[src/rtl/exc_pkg.sv]
// Shared types and constants for the exception-entry sequencer.
package exc_pkg;

    typedef enum logic [1:0] {
        StIdle,
        StRead,
        StWait,
        StLoad
    } exc_state_e;

    localparam logic [1:0] CAUSE_NONE     = 2'b00;
    localparam logic [1:0] CAUSE_OPCODE   = 2'b01;
    localparam logic [1:0] CAUSE_OVERFLOW = 2'b10;
    localparam logic [1:0] CAUSE_DIVZERO  = 2'b11;

    localparam logic [31:0] DEF_VEC_OPCODE   = 32'd253;
    localparam logic [31:0] DEF_VEC_OVERFLOW = 32'd254;
    localparam logic [31:0] DEF_VEC_DIVZERO  = 32'd255;

endpackage

[src/rtl/exception_sequencer_if.sv]
// Bundle between control/datapath and the exception sequencer.
interface exception_sequencer_if;

    logic        exc_opcode;
    logic        exc_overflow;
    logic        exc_divzero;
    logic [31:0] pc_in;
    logic [31:0] mem_data_in;
    logic [31:0] mem_addr;
    logic        mem_rd;
    logic [31:0] epc;
    logic [1:0]  cause;
    logic [31:0] pc_target;
    logic        ex_sel;
    logic        pc_write;
    logic        busy;

    modport slave (
        input  exc_opcode, exc_overflow, exc_divzero, pc_in, mem_data_in,
        output mem_addr, mem_rd, epc, cause, pc_target, ex_sel, pc_write, busy
    );

    modport master (
        output exc_opcode, exc_overflow, exc_divzero, pc_in, mem_data_in,
        input  mem_addr, mem_rd, epc, cause, pc_target, ex_sel, pc_write, busy
    );

endinterface

[src/rtl/exc_priority_encoder.sv]
// Maps the three exception flags to a cause code; opcode > overflow > divzero.
module exc_priority_encoder
    import exc_pkg::*;
(
    input  logic       opcode_i,
    input  logic       overflow_i,
    input  logic       divzero_i,
    output logic [1:0] cause_o,
    output logic       valid_o
);

    always_comb begin
        cause_o = CAUSE_NONE;
        if (opcode_i) begin
            cause_o = CAUSE_OPCODE;
        end else if (overflow_i) begin
            cause_o = CAUSE_OVERFLOW;
        end else if (divzero_i) begin
            cause_o = CAUSE_DIVZERO;
        end
    end

    assign valid_o = opcode_i | overflow_i | divzero_i;

endmodule

[src/rtl/exception_sequencer.sv]
// Exception-entry sequencer: saves EPC, fetches the handler byte from the vector
// address and drives the PC-source mux select and PC write for one cycle.
module exception_sequencer
    import exc_pkg::*;
#(
    parameter logic [31:0] VEC_OPCODE   = DEF_VEC_OPCODE,
    parameter logic [31:0] VEC_OVERFLOW = DEF_VEC_OVERFLOW,
    parameter logic [31:0] VEC_DIVZERO  = DEF_VEC_DIVZERO,
    parameter int unsigned MEM_WAIT     = 2
) (
    input logic                  clk,
    input logic                  reset,
    exception_sequencer_if.slave bus
);

    // MEM_WAIT must be >= 1; the counter holds MEM_WAIT-1 down to 0.
    localparam int unsigned   CntW    = (MEM_WAIT > 1) ? $clog2(MEM_WAIT) : 1;
    localparam logic [CntW-1:0] CntInit = CntW'(MEM_WAIT - 1);

    exc_state_e      state_q, state_d;
    logic [CntW-1:0] cnt_q, cnt_d;
    logic [31:0]     epc_q, epc_d;
    logic [1:0]      cause_q, cause_d;
    logic [31:0]     pc_target_q, pc_target_d;
    logic [31:0]     mem_addr_q, mem_addr_d;

    logic [1:0]  enc_cause;
    logic        enc_valid;
    logic [31:0] vec_addr;
    logic        unused_mem_hi;

    exc_priority_encoder u_prio (
        .opcode_i   (bus.exc_opcode),
        .overflow_i (bus.exc_overflow),
        .divzero_i  (bus.exc_divzero),
        .cause_o    (enc_cause),
        .valid_o    (enc_valid)
    );

    always_comb begin
        vec_addr = '0;
        unique case (enc_cause)
            CAUSE_OPCODE:   vec_addr = VEC_OPCODE;
            CAUSE_OVERFLOW: vec_addr = VEC_OVERFLOW;
            CAUSE_DIVZERO:  vec_addr = VEC_DIVZERO;
            default:        vec_addr = '0;
        endcase
    end

    always_comb begin
        state_d     = state_q;
        cnt_d       = cnt_q;
        epc_d       = epc_q;
        cause_d     = cause_q;
        pc_target_d = pc_target_q;
        mem_addr_d  = mem_addr_q;

        unique case (state_q)
            StIdle: begin
                // Flags are only looked at here; anything raised while busy is dropped.
                if (enc_valid) begin
                    cause_d    = enc_cause;
                    epc_d      = bus.pc_in - 32'd4;
                    mem_addr_d = vec_addr;
                    state_d    = StRead;
                end
            end
            StRead: begin
                cnt_d   = CntInit;
                state_d = StWait;
            end
            StWait: begin
                if (cnt_q == '0) begin
                    pc_target_d = {24'b0, bus.mem_data_in[7:0]};
                    state_d     = StLoad;
                end else begin
                    cnt_d = cnt_q - 1'b1;
                end
            end
            StLoad: begin
                state_d = StIdle;
            end
            default: begin
                state_d = StIdle;
            end
        endcase
    end

    always_ff @(posedge clk) begin
        if (reset) begin
            state_q     <= StIdle;
            cnt_q       <= '0;
            epc_q       <= '0;
            cause_q     <= CAUSE_NONE;
            pc_target_q <= '0;
            mem_addr_q  <= '0;
        end else begin
            state_q     <= state_d;
            cnt_q       <= cnt_d;
            epc_q       <= epc_d;
            cause_q     <= cause_d;
            pc_target_q <= pc_target_d;
            mem_addr_q  <= mem_addr_d;
        end
    end

    // Only the low byte of the vector entry is the handler address.
    assign unused_mem_hi = ^bus.mem_data_in[31:8];

    assign bus.mem_addr  = mem_addr_q;
    assign bus.mem_rd    = (state_q == StRead) || (state_q == StWait);
    assign bus.epc       = epc_q;
    assign bus.cause     = cause_q;
    assign bus.pc_target = pc_target_q;
    assign bus.ex_sel    = (state_q == StLoad);
    assign bus.pc_write  = (state_q == StLoad);
    assign bus.busy      = (state_q != StIdle);

endmodule

[src/flat_wrapper.sv]
// flat-port wrapper written by rule: the top's interface ports become plain ports
module exception_sequencer_flat import exc_pkg::*;
#(
    parameter logic [31:0] VEC_OPCODE   = DEF_VEC_OPCODE,
    parameter logic [31:0] VEC_OVERFLOW = DEF_VEC_OVERFLOW,
    parameter logic [31:0] VEC_DIVZERO  = DEF_VEC_DIVZERO,
    parameter int unsigned MEM_WAIT     = 2
)
  (clk, reset, bus_exc_opcode, bus_exc_overflow, bus_exc_divzero, bus_pc_in, bus_mem_data_in, bus_mem_addr, bus_mem_rd, bus_epc, bus_cause, bus_pc_target, bus_ex_sel, bus_pc_write, bus_busy);
  exception_sequencer_if bus_i ();
  input logic clk;
  input logic reset;
  input wire logic [$bits(bus_i.exc_opcode)-1:0] bus_exc_opcode;
  input wire logic [$bits(bus_i.exc_overflow)-1:0] bus_exc_overflow;
  input wire logic [$bits(bus_i.exc_divzero)-1:0] bus_exc_divzero;
  input wire logic [$bits(bus_i.pc_in)-1:0] bus_pc_in;
  input wire logic [$bits(bus_i.mem_data_in)-1:0] bus_mem_data_in;
  output wire logic [$bits(bus_i.mem_addr)-1:0] bus_mem_addr;
  output wire logic [$bits(bus_i.mem_rd)-1:0] bus_mem_rd;
  output wire logic [$bits(bus_i.epc)-1:0] bus_epc;
  output wire logic [$bits(bus_i.cause)-1:0] bus_cause;
  output wire logic [$bits(bus_i.pc_target)-1:0] bus_pc_target;
  output wire logic [$bits(bus_i.ex_sel)-1:0] bus_ex_sel;
  output wire logic [$bits(bus_i.pc_write)-1:0] bus_pc_write;
  output wire logic [$bits(bus_i.busy)-1:0] bus_busy;
  assign bus_i.exc_opcode = bus_exc_opcode;
  assign bus_i.exc_overflow = bus_exc_overflow;
  assign bus_i.exc_divzero = bus_exc_divzero;
  assign bus_i.pc_in = bus_pc_in;
  assign bus_i.mem_data_in = bus_mem_data_in;
  assign bus_mem_addr = bus_i.mem_addr;
  assign bus_mem_rd = bus_i.mem_rd;
  assign bus_epc = bus_i.epc;
  assign bus_cause = bus_i.cause;
  assign bus_pc_target = bus_i.pc_target;
  assign bus_ex_sel = bus_i.ex_sel;
  assign bus_pc_write = bus_i.pc_write;
  assign bus_busy = bus_i.busy;
  exception_sequencer #(.VEC_OPCODE(VEC_OPCODE), .VEC_OVERFLOW(VEC_OVERFLOW), .VEC_DIVZERO(VEC_DIVZERO), .MEM_WAIT(MEM_WAIT)) u_core (.clk(clk), .reset(reset), .bus(bus_i));
endmodule
[config.mk]
export PLATFORM = sky130hd
export DESIGN_NAME = exception_sequencer_flat
export DESIGN_NICKNAME = d
export VERILOG_FILES = /design/src/rtl/exc_pkg.sv /design/src/rtl/exception_sequencer_if.sv /design/src/rtl/exc_priority_encoder.sv /design/src/rtl/exception_sequencer.sv /design/src/flat_wrapper.sv
export SDC_FILE = /design/constraint.sdc
export NUM_CORES = 1
export LEC_CHECK = 0
export CAP_MARGIN = 20
export CORE_MARGIN = 3
export CORE_UTILIZATION = 37
export DETAILED_ROUTE_END_ITERATION = 8
export GPL_TIMING_DRIVEN = 0
export PLACE_DENSITY_LB_ADDON = 0.15
export REMOVE_ABC_BUFFERS = 1
export SLEW_MARGIN = 5
export SYNTH_ARGS = -nofsm -noshare
export SYNTH_HDL_FRONTEND = slang
export SYNTH_SLANG_ARGS = --single-unit
[constraint.sdc]
create_clock -name clk -period 3.8 [get_ports clk]
set_clock_uncertainty 0.1 [all_clocks]
set_input_delay 0.76 -clock clk [delete_from_list [all_inputs] [get_ports clk]]
set_output_delay 0.76 -clock clk [all_outputs]
set_load 0.005 [all_outputs]
==> out/results.tsv <==
stage	metric	value	unit
status	status	complete, no violations	
synth	yosys warns	0	
power	P_leak	1.36	nW
synth	number of synthesized register bits	47	
timing	Worst-Margin Slew	895	ps
critical_path	crit path kind	in -> reg	
timing	Final min period	3470	ps
grt	grt ovf	0	
synth	syn_area_per_cell	8.49	µm²
grt	vias in the first global route	2226	
synth	top cells by area, synth	dfxtp_1, buf_4, nor2_1	
route	initial DRC count	65	
route	Detailed Routing Iterations Pass 1	4	
critical_path	crit path buf inv count	2	
power	Power Dens Cells	563	nW/µm²
synth	Mapped Cells	323	
route	via count	2413	
hold_path	worst hold path startpoint	u_core.bus.epc[0]	
synth	Synth top area share	34.3	%
finish	ratio of cells with drive above 1 in the final layout	5.15	%
finish	fin util	53.0	%
cts	number of clock sinks	47	
grt	first-pass GRT wire length	10700	µm
route	post-detailed-route count of antenna-violating nets	0	
floorplanning	die height	92.1	µm
critical_path	worst path required time	3890	ps
cts	Max Buffers Root-to-Sink	2	
critical_path	startpoint types	input pin	
cts	post_cts resized	0	
critical_path	worst reg-to-reg path cell count	5	
cts	cts hold-fix bufs	0	
finish	# diodes	0	
synth	Post-synth top cells	buf_4, nor2_1, dfxtp_1	
timing	fmax	0.288	GHz
cts	Skew-Pair Late Insertion Delay	300	ps
timing	hold_ws	362	ps
timing	RSZ-0062 raised after global routing	false	
critical_path	crit path cell chain	clkdlybuf4s50_1 > inv_1 > ha_1 > or4b_2 > or4_4 > o31a_1 > or3_1	
timing	Final Hold Vio Count	0	
synth	Post-synth EDFFs	0	
route	vias per cell	4.79	
critical_path	setup slack, reg-to-reg	1880	ps
critical_path	Critical Path Slowest Stage Cell	or4b_2	
place	placer's final routability congestion estimate	0.771	
floorplanning	die width	92.1	µm
timing	Final setup viols	0	
critical_path	CP Data Arrival Time	3560	ps
floorplanning	Core Area	6980	µm²
timing	fin. max-slew vios	0	
finish	FF/Latch Area	941	µm²
place	DPL Wire Length	5120	µm
hold_path	Hold Path Sink	u_core.bus.epc[0]	
critical_path	r2r startpoint	u_core.state_q[0]	
critical_path	Largest delay share family, worst path	simple AND/OR/NAND/NOR gates	
grt	largest net degree at the start of global routing	46	
route	Routed WL per cell	13.4	µm
critical_path	Critical Path Fanout Max	11	
cts	total CTS buffers	5	
synth	post-synthesis cell type count	41	
synth	cell taking the most area after synthesis	dfxtp_1	
floorplanning	# IOs	171	
finish	Layout area overhead	35.0	%
finish	area of the multi-input gates	1470	µm²
finish	Nets	480	
hold_path	min-delay worst type	reg -> reg	
job	max-cap violations	0	
synth	FFs w/ async S/R, synth	0	%
cts	clk root buf	clkbuf_8	
place	Port Buf Inserts	98	
synth	Cell Area, Synth	2740	µm²
floorplanning	die footprint	8480	µm²
cts	H-tree Lvls	2	
power	overall power	2.09	mW
cts	CTS clk-pin slew, worst paths	90	ps
timing	period utilization	91.4	%
grt	initial antenna violation count	0	
grt	GRT Overall Usage	15.2	%
hold_path	Min-Delay Path Depth	2	
cts	Post-CTS Setup Repair Bufs	0	
floorplanning	std cell rows	30	
timing	Slew headroom	40.2	%
synth	sequential area share after synthesis	34.3	%
critical_path	CP max stage delay	790	ps
route	total wire length	6760	µm
critical_path	Crit Reg-Reg Endpoint	u_core.bus.pc_target[3]	
finish	Fill cells	663	
synth	top-count cell post-synth	buf_4	
cts	CTS tree	done	
critical_path	Critical Path End Type	flip-flop	
power	IR drop worst, VDD	0.266	mV
timing	Setup TNS	0	ps
route	DRC	0	
synth	top_reg_cell synth	dfxtp_1	
floorplanning	initial core utilization	39.3	%
## layer usage
| metal | global-route usage (%) | vias up | wire, µm |
|---|---|---|---|
| li1 | - | 1230 | - |
| met1 | 20.0 | 1096 | 3180 |
| met2 | 25.2 | 83 | 3120 |
| met3 | 3.86 | 4 | 418 |
| met4 | 3.34 | 0 | 44 |
| met5 | 0 | - | 0 |
## per-stage QoR
step	instance area (µm²)	std cells	worst slack (ps)
floorplan	2440	299	714
global placement	3540	493	24.0
global route	3700	504	237
CTS	3700	503	323
detailed placement	3580	495	-2.25
finish	3700	504	326
## worst max path at each step
stage,cells after the start,startpoint,end
finish,7,bus_pc_in[2],u_core.bus.epc[28]
CTS,7,bus_pc_in[2],u_core.bus.epc[28]
global route,7,bus_pc_in[2],u_core.bus.epc[28]
global placement,7,bus_pc_in[2],u_core.bus.epc[28]
floorplan,6,bus_pc_in[2],u_core.bus.epc[28]
detailed placement,7,bus_pc_in[2],u_core.bus.epc[28]
## worst reg2reg max path: cells and delay by family, from the launching register on
kind	cells	cell delay, ps
simple gates	2	780
mux	1	280
flops	1	340
buf+inv	1	90
fa+ha+maj	1	220
## power breakdown
part           leakage, nW  switching, mW  internal [mW]
registers            0.389         0.0893          0.653
clock network       0.0587          0.180          0.200
logic                0.914          0.425          0.540
total                 1.36          0.694           1.39
## sequential cells by signal, summed over array words and instances (netlist names)
register              count
u_core.bus.epc           32
u_core.bus.pc_target      8
u_core.bus.mem_addr       3
u_core.state_q            2
u_core.bus.cause          1
u_core.cnt_q              1
## final cells by class
class,instances,area share [%]
multi-input cells,245,39.7
repair buffers,101,27.8
flip-flops and latches,47,25.4
well taps,96,3.24
clock buffers,5,1.86
clock inverters,3,1.28
inverters,7,0.709
## placed cells by master (no fill, tap or decap), types with 5 or more instances in the layout
cell type and n:
clkdlybuf4s50_1 97, nor2_1 48, conb_1 48, dfxtp_1 47, a211oi_1 16, or4_1 13, a311oi_1 12, o31ai_1 11
nor4_1 10, nand2_1 10, nor3_1 9, xnor2_1 9, mux2i_1 9, inv_1 7, or3_1 6, nand3b_1 6
clkbuf_8 5
## cell families (layout without fill, tap and decap cells)
kind of cell,count (synthesis),count (layout),synth area share (%)
compound gates,54,54,15.1
other cells,1,48,0.137
simple gates,119,119,23.4
xor+xnor,11,11,3.51
fa+ha+maj,4,4,1.82
buf+inv,78,116,18.5
mux,9,9,3.28
flops,47,47,34.3
No activity file was read; power rests on OpenSTA's default activity.
